<file path="src/rtl/data_io_pkg.sv">
// Shared io-controller command codes and the prefetch state type for the SPI upload path.
package data_io_pkg;

  localparam logic [7:0] UIO_FILE_TX     = 8'h53;
  localparam logic [7:0] UIO_FILE_TX_DAT = 8'h54;
  localparam logic [7:0] UIO_FILE_INDEX  = 8'h55;
  localparam logic [7:0] UIO_FILE_RX     = 8'h56;
  localparam logic [7:0] UIO_FILE_RX_DAT = 8'h57;
  localparam logic [7:0] UIO_FILE_RX_SUM = 8'h58;

  typedef enum logic [1:0] {
    PF_IDLE,
    PF_REQ,
    PF_FULL
  } pf_state_t;

endpackage

</file>
<file path="src/rtl/spi_sync_edge.sv">
// Brings the asynchronous SPI pins into the clk domain and turns sck into one-cycle rise/fall pulses.
module spi_sync_edge #(
  parameter int SYNC_STAGES = 2
) (
  input  logic clk,
  input  logic reset_n,
  input  logic sck,
  input  logic ss,
  input  logic sdi,
  output logic sck_rise,
  output logic sck_fall,
  output logic ss_s,
  output logic sdi_s
);

  logic [SYNC_STAGES-1:0] sck_q;
  logic [SYNC_STAGES-1:0] ss_q;
  logic [SYNC_STAGES-1:0] sdi_q;
  logic                   sck_d;

  // ss resets to its idle (high) level so the bit counter stays cleared coming out of reset
  always_ff @(posedge clk or negedge reset_n) begin
    if (!reset_n) begin
      sck_q <= '0;
      ss_q  <= '1;
      sdi_q <= '0;
      sck_d <= 1'b0;
    end else begin
      sck_q <= {sck_q[SYNC_STAGES-2:0], sck};
      ss_q  <= {ss_q[SYNC_STAGES-2:0], ss};
      sdi_q <= {sdi_q[SYNC_STAGES-2:0], sdi};
      sck_d <= sck_q[SYNC_STAGES-1];
    end
  end

  assign sck_rise = sck_q[SYNC_STAGES-1] & ~sck_d;
  assign sck_fall = ~sck_q[SYNC_STAGES-1] & sck_d;
  assign ss_s     = ss_q[SYNC_STAGES-1];
  assign sdi_s    = sdi_q[SYNC_STAGES-1];

endmodule

</file>
<file path="src/rtl/data_upload.sv">
// Streams a RAM region to the io controller over oversampled SPI with a one-byte prefetch buffer.
// Optional DATA_UPLOAD_CHECKSUM_EN adds a byte checksum readable with command 8'h58.
module data_upload
  import data_io_pkg::*;
#(
  parameter int                ADDR_W      = 25,
  parameter logic [ADDR_W-1:0] BASE_ADDR   = 25'h200000,
  parameter int                SYNC_STAGES = 2
) (
  input  logic              clk,
  input  logic              reset_n,
  input  logic              sck,
  input  logic              ss,
  input  logic              sdi,
  output logic              sdo,
  input  logic [ADDR_W-1:0] upload_size,
  output logic              uploading,
  output logic              underrun,
  output logic              rd,
  output logic [ADDR_W-1:0] a,
  input  logic [7:0]        din,
  input  logic              rd_ack
`ifdef DATA_UPLOAD_CHECKSUM_EN
  ,
  output logic [7:0]        checksum
`endif
);

  localparam logic [ADDR_W-1:0] ONE = 1;

  logic              sck_rise, sck_fall, ss_s, sdi_s;
  logic [3:0]        bit_cnt;
  logic [6:0]        sbuf;
  logic [7:0]        cmd, eff_cmd;
  logic [7:0]        buffer, shift, held, avail;
  logic              inflight, replay, dat_slot, skip_fall, discard;
  logic [ADDR_W-1:0] addr, remaining;
  logic              slot_end, rx_end, have_data;
  pf_state_t         pf;
`ifdef DATA_UPLOAD_CHECKSUM_EN
  logic [7:0]        sum;
  assign checksum = sum;
`endif

  spi_sync_edge #(.SYNC_STAGES(SYNC_STAGES)) u_sync (
    .clk      (clk),
    .reset_n  (reset_n),
    .sck      (sck),
    .ss       (ss),
    .sdi      (sdi),
    .sck_rise (sck_rise),
    .sck_fall (sck_fall),
    .ss_s     (ss_s),
    .sdi_s    (sdi_s)
  );

  assign eff_cmd   = (bit_cnt == 4'd7) ? {sbuf, sdi_s} : cmd;
  assign slot_end  = sck_rise && !ss_s && (bit_cnt == 4'd7 || bit_cnt == 4'd15);
  assign rx_end    = sck_rise && !ss_s && bit_cnt == 4'd15 && cmd == UIO_FILE_RX;
  assign have_data = (pf == PF_FULL) || (pf == PF_REQ && rd_ack && !discard);
  assign avail     = (pf == PF_FULL) ? buffer : din;
  assign sdo       = dat_slot & shift[7];

  // A RAM byte sitting in the shift register stays in 'held' until its slot completes,
  // so an ss abort can replay it without touching the already-advanced fetch address.
  always_ff @(posedge clk or negedge reset_n) begin
    if (!reset_n) begin
      pf        <= PF_IDLE;
      rd        <= 1'b0;
      a         <= BASE_ADDR;
      addr      <= BASE_ADDR;
      remaining <= '0;
      buffer    <= 8'h00;
      shift     <= 8'h00;
      held      <= 8'h00;
      bit_cnt   <= 4'd0;
      sbuf      <= 7'd0;
      cmd       <= 8'h00;
      uploading <= 1'b0;
      underrun  <= 1'b0;
      inflight  <= 1'b0;
      replay    <= 1'b0;
      dat_slot  <= 1'b0;
      skip_fall <= 1'b0;
      discard   <= 1'b0;
`ifdef DATA_UPLOAD_CHECKSUM_EN
      sum       <= 8'h00;
`endif
    end else begin
      case (pf)
        PF_IDLE: if (uploading && remaining != '0 && !rx_end) begin
          pf <= PF_REQ;
          rd <= 1'b1;
          a  <= addr;
        end
        PF_REQ: if (rd_ack) begin
          rd <= 1'b0;
          if (discard) begin
            pf      <= PF_IDLE;
            discard <= 1'b0;
          end else begin
            pf     <= PF_FULL;
            buffer <= din;
          end
        end
        PF_FULL: ;
        default: pf <= PF_IDLE;
      endcase

      if (ss_s) begin
        bit_cnt  <= 4'd0;
        dat_slot <= 1'b0;
        if (inflight) begin
          replay   <= 1'b1;
          inflight <= 1'b0;
        end
      end else if (sck_fall) begin
        if (skip_fall) skip_fall <= 1'b0;
        else           shift     <= {shift[6:0], 1'b0};
      end else if (sck_rise) begin
        sbuf    <= {sbuf[5:0], sdi_s};
        bit_cnt <= (bit_cnt == 4'd15) ? 4'd8 : bit_cnt + 4'd1;
        if (bit_cnt == 4'd7) cmd <= {sbuf, sdi_s};

        if (slot_end) begin
          skip_fall <= 1'b1;
          dat_slot  <= 1'b0;
          inflight  <= 1'b0;
          if (eff_cmd == UIO_FILE_RX_DAT) begin
            dat_slot <= 1'b1;
            if (replay) begin
              shift    <= held;
              inflight <= 1'b1;
              replay   <= 1'b0;
            end else if (uploading && remaining != '0) begin
              if (have_data) begin
                shift     <= avail;
                held      <= avail;
                inflight  <= 1'b1;
                pf        <= PF_IDLE;
                addr      <= addr + ONE;
                remaining <= remaining - ONE;
`ifdef DATA_UPLOAD_CHECKSUM_EN
                sum       <= sum + avail;
`endif
              end else begin
                shift    <= 8'hFF;
                underrun <= 1'b1;
              end
            end else begin
              shift     <= 8'h00;
              uploading <= 1'b0;
            end
          end
`ifdef DATA_UPLOAD_CHECKSUM_EN
          else if (eff_cmd == UIO_FILE_RX_SUM) begin
            dat_slot <= 1'b1;
            shift    <= sum;
          end
`endif
        end

        // A read still outstanding at start/stop must finish on the bus; its data is dropped
        if (rx_end) begin
          uploading <= sdi_s;
          replay    <= 1'b0;
          if (pf == PF_REQ && !rd_ack) begin
            discard <= 1'b1;
          end else begin
            pf      <= PF_IDLE;
            discard <= 1'b0;
          end
          if (sdi_s) begin
            addr      <= BASE_ADDR;
            remaining <= upload_size;
            underrun  <= 1'b0;
`ifdef DATA_UPLOAD_CHECKSUM_EN
            sum       <= 8'h00;
`endif
          end
        end
      end
    end
  end

endmodule
</file>
<file path="config.mk">
export PLATFORM = sky130hd
export DESIGN_NAME = data_upload
export DESIGN_NICKNAME = d
export VERILOG_FILES = /design/src/rtl/data_io_pkg.sv /design/src/rtl/spi_sync_edge.sv /design/src/rtl/data_upload.sv
export SDC_FILE = /design/constraint.sdc
export NUM_CORES = 1
export LEC_CHECK = 0
export BUFFER_PORTS_ARGS = -buffer_cell sky130_fd_sc_hd__buf_2
export CAP_MARGIN = 25
export CORE_UTILIZATION = 61
export DETAILED_ROUTE_END_ITERATION = 8
export PLACE_DENSITY = 0.92
export RECOVER_POWER = 100
export SYNTH_ARGS = -nofsm -noshare
export SYNTH_HDL_FRONTEND = slang
export SYNTH_SLANG_ARGS = --single-unit
</file>
<file path="constraint.sdc">
create_clock -name clk -period 4.6 [get_ports clk]
set_input_delay 0.92 -clock clk [delete_from_list [all_inputs] [get_ports clk]]
set_output_delay 0.92 -clock clk [all_outputs]
set_load 0.01 [all_outputs]
</file>
Yosys cells after proc, flatten, opt, wreduce, memory -nomap -nowiden
Cells that the tools add are included.

Bits in registers: 135. Bits of input ports: 39. Output and inout bits: 29. Word-level logic and storage cells: 172.

Add/subtract/negate cells: 3. Equal/unequal tests: 13. Multiplexer cells: 87. Bitwise operators: 9. Reduce and logical (&&, ||, !) cells: 38.

Operators by type and width (count): 25-bit 2-to-1 mux (14); 8-bit 2-to-1 mux (10); 1-bit 2-to-1 mux (44); 2-bit 2-to-1 mux (13); 25-bit by 1-bit adder with 25-bit output, second input constant (1); 25-bit nonzero test (1); 25-bit by 1-bit subtractor with 25-bit output, second input constant (1); 8-bit by 7-bit == test with 1-bit output, second input constant (2); 4-bit 2-to-1 mux (4); 2-bit nonzero test (8); 3-bit AND reduction (5); 2-bit inequality test, second input constant (5); 5-bit AND reduction (2); 1-bit logical AND (9); 8-bit AND reduction (1); 7-bit AND reduction (1); 1-bit inverter (6); 2-bit case mux with 3 select lines (1); 3-bit nonzero test (2); 4-bit by 1-bit adder with 4-bit output, second input constant (1); 4-bit by 3-bit == test with 1-bit output, second input constant (1); 4-bit == test, second input constant (1); 1-bit zero test (4); 2-bit by 1-bit inequality test with 1-bit output, second input constant (2); 7 further kinds (11).

Longest topological paths before layout
Gate-level depths: netlist of run 1.

Depth after elaboration: 19. Gate-level depth with buffers: 11. Gate-level depth less buffers: 8.

Hierarchy
A second synthesis of run 1 with hierarchy kept.

Cell total of the unflattened synthesis: 690. Area total of the unflattened synthesis: 6711.4 µm².

Modules (own cells, without submodules): data_upload (instances 1, cells each 681, area an instance 6518.8 µm², seq. area each 3205.6 µm²); spi_sync_edge (instances 1, cells each 9, area an instance 192.7 µm², seq. area each 177.7 µm²).

Worst setup path after synthesis of run 1
OpenSTA, ideal clock, no wires.

Path type: reg-to-reg. Start: register bit_cnt[0]. End: register a[10]. Setup time: 0.125 ns. Data arrival time: 2.246 ns. Required time: 4.475 ns. Path slack: 2.229 ns. Stages on the path, launching flop included: 9. Buffers on the path: 2. Period minus slack after synthesis: 2.371 ns. Cell sequence: dfrtp_1 > ha_1 > and4b_1 > buf_6 > and4_4 > and2_4 > nor4_4 > buf_6 > mux2_4.

Word-level cells in the longest chain between the ends: 6.

RTL lines: start, declared (line data_upload.sv:32) `logic [3:0] bit_cnt;`; start signal, assigned (line data_upload.sv:122) `bit_cnt <= (bit_cnt == 4'd15) ? 4'd8 : bit_cnt + 4'd1;`; 4-bit == test (line data_upload.sv:59) `assign rx_end = sck_rise && !ss_s && bit_cnt == 4'd15 && cmd == UIO_FILE_RX;`; 1-bit logical AND (2 in series) (line data_upload.sv:59); 1-bit zero test (line data_upload.sv:91) `PF_IDLE: if (uploading && remaining != '0 && !rx_end) begin`; 1-bit logical AND (line data_upload.sv:91); 2-bit AND reduction (no line); end signal, assigned (line data_upload.sv:94) `a <= addr;`; end, declared (line data_upload.sv:20) `output logic [ADDR_W-1:0] a,`.

Every way passes these cells. A chain may end at the register's enable or synchronous reset.

Worst setup path after layout of run 1
Start: register remaining[0]. End: register a[10].

Word-level cells in the longest chain between the ends: 4.

RTL lines: start, declared (line data_upload.sv:37) `logic [ADDR_W-1:0] addr, remaining;`; start signal, assigned (line data_upload.sv:142) `remaining <= remaining - ONE;`; start signal, assigned (line data_upload.sv:175) `remaining <= upload_size;`; 25-bit nonzero test (line data_upload.sv:91); 1-bit logical AND (2 in series) (line data_upload.sv:91); 2-bit AND reduction (no line).

Every way passes these cells.

==> impl_metrics.csv, run 1 <==
group,metric,value,unit
run_status,status,"finished with violations",
run_status,violations,"capacitance limit, slew limit",
route,dr.first_iter.drc_count,527,
clocking,clk_latency,0.43,ns
route,drc,0,
pwr,p_per_area,352,mW/mm^2
route,drt-wirelength-per-cell,19.6,um
flow_run,max-cap-violations,1,
min_path,hold_path.class,"in2async",
logic_synthesis,synthesis.area,0.00706,mm^2
die,num_io_pins,68,
layout,mostFrequentLayoutCells,"dfrtp_1 (131), nand2_1 (101), nor2_1 (66)",
clocking,hold_buffers,0,
setup_path,critPathLaunchType,"register",
layout,drive_above_1_share,14.3,%
clocking,cts-resized-gates,0,
clocking,cts_inserted_buffers,17,
clocking,ctsLongestPathBuffers,2,
grt,grt_usage,32.2,%
layout,syn_to_final_growth,12.2,%
sta,rsz0062_at_grt,"false",
logic_synthesis,ys_ff_latch,135,
clocking,tritoncts,"done",
grt,grt_pass1_vias,5936,
pwr,ir_drop,0.308,mV
die,rows,38,
route,firstDrtPassIters,6,
logic_synthesis,async_reset_ff_share,100,%
grt,grt_pass1_wl,29500,um
logic_synthesis,synth_top_area_cell,"dfrtp_1",
layout,n_fill_cell,816,
clocking,cts_setup_buffers,0,
logic_synthesis,ys.flop_type,"dfrtp_1",
layout,finalNetCount,809,
clocking,clk_pin_slew_worst_paths,0.06,ns
die,die_height,110,um
setup_path,slowest_delay,0.82,ns
logic_synthesis,synth_enable_flop_cells,0,
setup_path,r2r_slack,1.0,ns
logic_synthesis,syn_nets,749,
route,via_count,6078,
sta,setup_violations,0,
grt,grt_max_degree,106,
grt,antenna_found_initial,0,
logic_synthesis,yosysWarnings,0,
sta,tns,0,ns
sta,slew_viol_final,104,
logic_synthesis,synth_area_leaders,"dfrtp_1 (46%), nand2_1 (5.3%), mux2_4 (3.8%), nor2_1 (3.5%), mux2_2 (2.4%)",
setup_path,crit_chain,"inv_1 > ha_1 > nor3b_1 > nand2_1 > o31ai_1 > nor4_4 > clkbuf_2 > mux2_1",
layout,final_common_cell,"dfrtp_1",
setup_path,cp-end-kind,"register",
place,dp.cells,885,
sta,min_period,3.60,ns
setup_path,crit_fanout,27,
logic_synthesis,seq_area_frac_synth,47.9,%
clocking,clock_sinks,135,
logic_synthesis,yosysUniqueCellTypes,72,
sta,min_period_over_period,78.3,%
sta,holdWs,0.286,ns
route,drt-total-wl,18000,um
pwr,leakagePower,3.58,nW
die,start_util,64.0,%
logic_synthesis,postSynthCellCount,705,
place,hpwl,11600,um
sta,tightest_slew,2.56,ns
setup_path,critical_path_class,"reg2reg",
die,die_area,0.0120,mm^2
sta,skew,0.00680,ns
clocking,clockRootBuffer,"clkbuf_16",
die,fp.coreArea,0.0110,mm^2
logic_synthesis,yosysTopAreaCellShare,46.5,%
route,avgViaCountPerCell,6.62,
layout,fin_area,0.00792,mm^2
route,final_antenna_net_count,0,
layout,n_antenna_cell,0,
sta,slew_headroom,-70.8,%
layout,postLayoutCoreUtil,71.8,%
place,placed_area,0.00746,mm^2
grt,grt_remaining_overflow,0,
clocking,htreeDepth,4,
setup_path,arrival,3.91,ns
place,finalWeightedCongestion,0.931,
setup_path,slowest_stage,"o31ai_1",
layout,final_cell_count_no_fill,918,
place,io_buffers,67,
die,dieWidth,110,um
logic_synthesis,syn_area_per_cell,10.0,um^2
sta,hold_viol_final,0,
setup_path,required,4.90,ns
sta,fmax,278,MHz
[power breakdown]
group	internal (mW)	leakage, nW	switching, mW
registers	1.22	1.81	0.0254
clock network	0.908	0.304	0.541
logic	0.0325	1.47	0.0636
total	2.16	3.58	0.630
[critical path: cells and delay by family (launching register included)]
kind                       cells  cell delay [ns]
AOI/OAI and AO/OA              1             0.82
DFF                            1             0.41
muxes                          1             0.48
and+or+nand+nor                3             1.01
adders and majority gates      1             0.19
buffers and inverters          2             0.55
[state kept, by name, summed over array words and instances, names as in the netlist, 2 cells and up]
signal,flops
sbuf,7
bit_cnt,4
addr,25
u_sync.sdi_q,2
remaining,25
shift,8
buffer,8
u_sync.sck_q,2
u_sync.ss_q,2
cmd,8
pf,2
held,8
a,25
[cell usage after synthesis (all sizes together), types with 3 or more instances]
master,n
buf,17
a31o,3
o21ai,29
a311oi,5
nor3,30
a2bb2oi,6
a31oi,3
and4b,3
nor4,13
mux2,33
nand3b,4
nand3,31
clkbuf,18
dfrtp,131
a21o,3
nor2b,4
o211ai,5
mux2i,9
nand2b,4
nand4b,7
and2,9
or3,4
a21oi,29
nand2,101
ha,5
or4,5
a41oi,5
nand4bb,3
and3,10
a22oi,3
o22ai,7
xnor2,19
o22a,10
nor2,66
nand4,16
dfstp,4
a222oi,7
o32ai,4
inv,15
o31ai,8
[layout make-up]
type                    count  area [um^2]  area share (%)
clock inverters            15          199            2.51
inverters                  15         56.3           0.711
clock buffers              17          425            5.37
well taps                 140          175            2.21
multi-input cells         520         3330            42.1
flip-flops and latches    135         3380            42.7
repair buffers             76          347            4.38
[worst paths after layout]
check / from / end / depth (start not counted)
max in group asynchronous: reset_n / a[15] / 3
max: remaining[0] / a[10] / 8
min: reset_n / buffer[6] / 1
max reg2reg: remaining[0] / a[10] / 8
min in group clk: u_sync.sdi_q[0] / u_sync.sdi_q[1] / 0
min reg2reg: u_sync.sdi_q[0] / u_sync.sdi_q[1] / 0
[kinds of logic (layout without fill, tap and decap cells)]
kind of cell               after synthesis  in the layout  share of synthesized area [%]
and+or+nand+nor                        320            320                           24.2
DFF                                    135            135                           47.9
AOI/OAI and AO/OA                      133            133                           13.7
buffers and inverters                   50            123                           3.30
muxes                                   42             42                           7.50
xor gates and xnor gates                20             20                           2.48
adders and majority gates                5              5                          0.887
[per-stage QoR]
| stage | setup WS, ns | power, mW |
|---|---|---|
| after detailed placement | 1.56 | 1.36 |
| after CTS | 1.55 | 2.79 |
| after floorplan | 2.23 | 1.30 |
| after global routing | 0.674 | 2.87 |
| final | 0.999 | 2.79 |
| after global placement | 1.69 | 1.35 |
[metal layers]
metal	vias to the layer above	global-route usage [%]	wire [um]
met5	-	0	0
met4	0	13.7	513
met3	69	8.95	1580
met2	333	49.9	8440
met1	2972	42.5	7420
li1	2704	-	-
(Power assumes the default switching activity.)
==> run 2, diff against run 1 <==
--- a/config.mk
+++ b/config.mk
@@ -7,9 +7,9 @@
 export LEC_CHECK = 0
 export BUFFER_PORTS_ARGS = -buffer_cell sky130_fd_sc_hd__buf_2
 export CAP_MARGIN = 25
-export CORE_UTILIZATION = 61
+export CORE_UTILIZATION = 60
 export DETAILED_ROUTE_END_ITERATION = 8
-export PLACE_DENSITY = 0.92
+export PLACE_DENSITY = 0.91
 export RECOVER_POWER = 100
 export SYNTH_ARGS = -nofsm -noshare
 export SYNTH_HDL_FRONTEND = slang
==> constraint.sdc (replaced) <==
create_clock -name clk -period 3.42 [get_ports clk]
set_input_delay 0.684 -clock clk [delete_from_list [all_inputs] [get_ports clk]]
set_output_delay 0.684 -clock clk [all_outputs]
set_load 0.01 [all_outputs]
==> impl_metrics.csv, run 2 (synthesized netlist as in run 1, its figures left out) <==
group,metric,value,unit
run_status,status,"finished with violations",
run_status,violations,"slew limit",
die,dieWidth,110,um
sta,fmax,337,MHz
place,io_buffers,67,
grt,grt_usage,30.1,%
route,drc,0,
die,die_area,0.0122,mm^2
route,firstDrtPassIters,9,
min_path,holdPathStages,0,
sta,skew,0.0141,ns
clocking,clk_latency,0.42,ns
pwr,power_frac_clock,50.1,%
setup_path,r2r-start,"bit_cnt[0]",
sta,slew_viol_final,54,
pwr,p_per_area,455,mW/mm^2
pwr,leakagePower,3.59,nW
sta,min_period_over_period,86.7,%
setup_path,crit_fanout,14,
route,drt-total-wl,17800,um
setup_path,critical_path_class,"reg2reg",
clocking,cts_inserted_buffers,17,
min_path,hold_path_end,"u_sync.ss_q[1]",
clocking,clk_pin_slew_worst_paths,0.06,ns
clocking,hold_buffers,0,
place,post-place-ws,0.754,ns
min_path,hold_path.class,"reg2reg",
setup_path,r2r_slack,0.46,ns
grt,grt_max_degree,60,
min_path,hold_start,"u_sync.ss_q[0]",
grt,grt_pass1_vias,5988,
pwr,p_switching,759,uW
layout,finalNetCount,814,
layout,n_fill_cell,856,
route,dr.first_iter.drc_count,574,
route,drt-wirelength-per-cell,19.2,um
clocking,clockRootBuffer,"clkbuf_16",
layout,syn_to_final_growth,12.3,%
layout,final_cell_count_no_fill,925,
clocking,ctsLongestPathBuffers,2,
sta,tightest_slew,1.50,ns
pwr,pwr-share-comb,3.5,%
setup_path,critPathLaunchType,"register",
grt,grt_remaining_overflow,0,
sta,setup_violations,0,
setup_path,r2r-end,"remaining[20]",
setup_path,required,3.73,ns
die,rows,39,
grt,antenna_found_initial,0,
clocking,tritoncts,"done",
sta,hold_viol_final,0,
setup_path,worstRegToRegCells,8,
die,num_io_pins,68,
pwr,power_frac_seq,46.3,%
layout,drive_above_1_share,14.2,%
pwr,ir_drop,0.407,mV
flow_run,max-cap-violations,0,
route,via_count,6005,
sta,min_period,2.96,ns
layout,reg.largest.list,"a (25), addr (25), remaining (25)",
layout,n_antenna_cell,0,
pwr,sw_frac_of_total,21.0,%
sta,worst_slack,0.456,ns
place,finalWeightedCongestion,0.996,
die,start_util,61.8,%
place,dp.cells,894,
clocking,clock_sinks,135,
clocking,htreeDepth,4,
layout,final_common_cell,"dfrtp_1",
sta,tns,0,ns
setup_path,cp-end-kind,"register",
sta,rsz0062_at_grt,"false",
layout,postLayoutCoreUtil,69.4,%
pwr,internal_power,2.85,mW
clocking,cts-resized-gates,0,
grt,grt_pass1_wl,29200,um
setup_path,critPathLaunch,"bit_cnt[0]",
die,die_height,110,um
sta,slew_headroom,-0.327,%
setup_path,arrival,3.27,ns
route,final_antenna_net_count,0,
place,hpwl,12400,um
layout,mostFrequentLayoutCells,"dfrtp_1 (131), nand2_1 (100), nor2_1 (66)",
clocking,cts_setup_buffers,0,
die,fp.coreArea,0.0114,mm^2
route,avgViaCountPerCell,6.49,
==> run 2: cell types whose count changed in the layout (fill, tap and decap cells not counted), sizes merged <==
cell      change
clkbuf        +9
buf           +7
clkinv        -5
clkinvlp      -2
bufinv        -2
inv           -3
==> run 2: stage by stage <==
step           total power [mW]  area, um^2  hold slack (ns)
2_1_floorplan              1.74        7060            0.331
3_3_place_gp               1.82        7500            0.332
3_5_place_dp               1.83        7500            0.345
4_1_cts                    3.62        8090            0.355
5_1_grt                    3.72        7920            0.348
6_report                   3.61        7920            0.356
==> run 2: worst max-delay path, stage by stage (launching register included) <==
cell      delay (ns)
dfrtp_1         0.39
ha_1            0.29
nand4b_1        0.24
nor4_1          0.56
nand2_1         0.53
nor2_1          0.26
clkbuf_1        0.32
or3b_2          0.20
nand3_1         0.06
==> run 2: final cells by class <==
cell class	count	area, um^2	share of cell area (%)
Tap cell	143	179	2.26
Clock inverter	3	65.1	0.821
Multi-Input combinational cell	520	3330	42.1
Sequential cell	135	3380	42.7
Clock buffer	28	517	6.52
Inverter	15	56.3	0.711
Timing Repair Buffer	81	389	4.91
==> run 2: power groups by stage <==
stage                     logic, mW  registers (mW)  clock network [mW]
after floorplan              0.0582            1.69                   0
final                         0.127            1.67                1.81
after CTS                     0.130            1.67                1.82
after global placement        0.124            1.69                   0
after detailed placement      0.129            1.70                   0
after global routing          0.144            1.68                1.90
==> run 2: worst max path at each step <==
stage | endpoint | slack [ns]
floorplan | a[10] | 1.05
global placement | remaining[20] | 0.87
detailed placement | remaining[22] | 0.75
CTS | remaining[22] | 0.73
global route | remaining[3] | 0.27
finish | remaining[20] | 0.46
==> run 2: layer usage <==
metal	vias to the layer above	global-route usage, %	share of wire, %
met5	-	0	0
met4	0	14.7	3.0
met3	63	7.85	7.3
met2	319	49.0	48
met1	2916	37.2	41
li1	2707	-	-
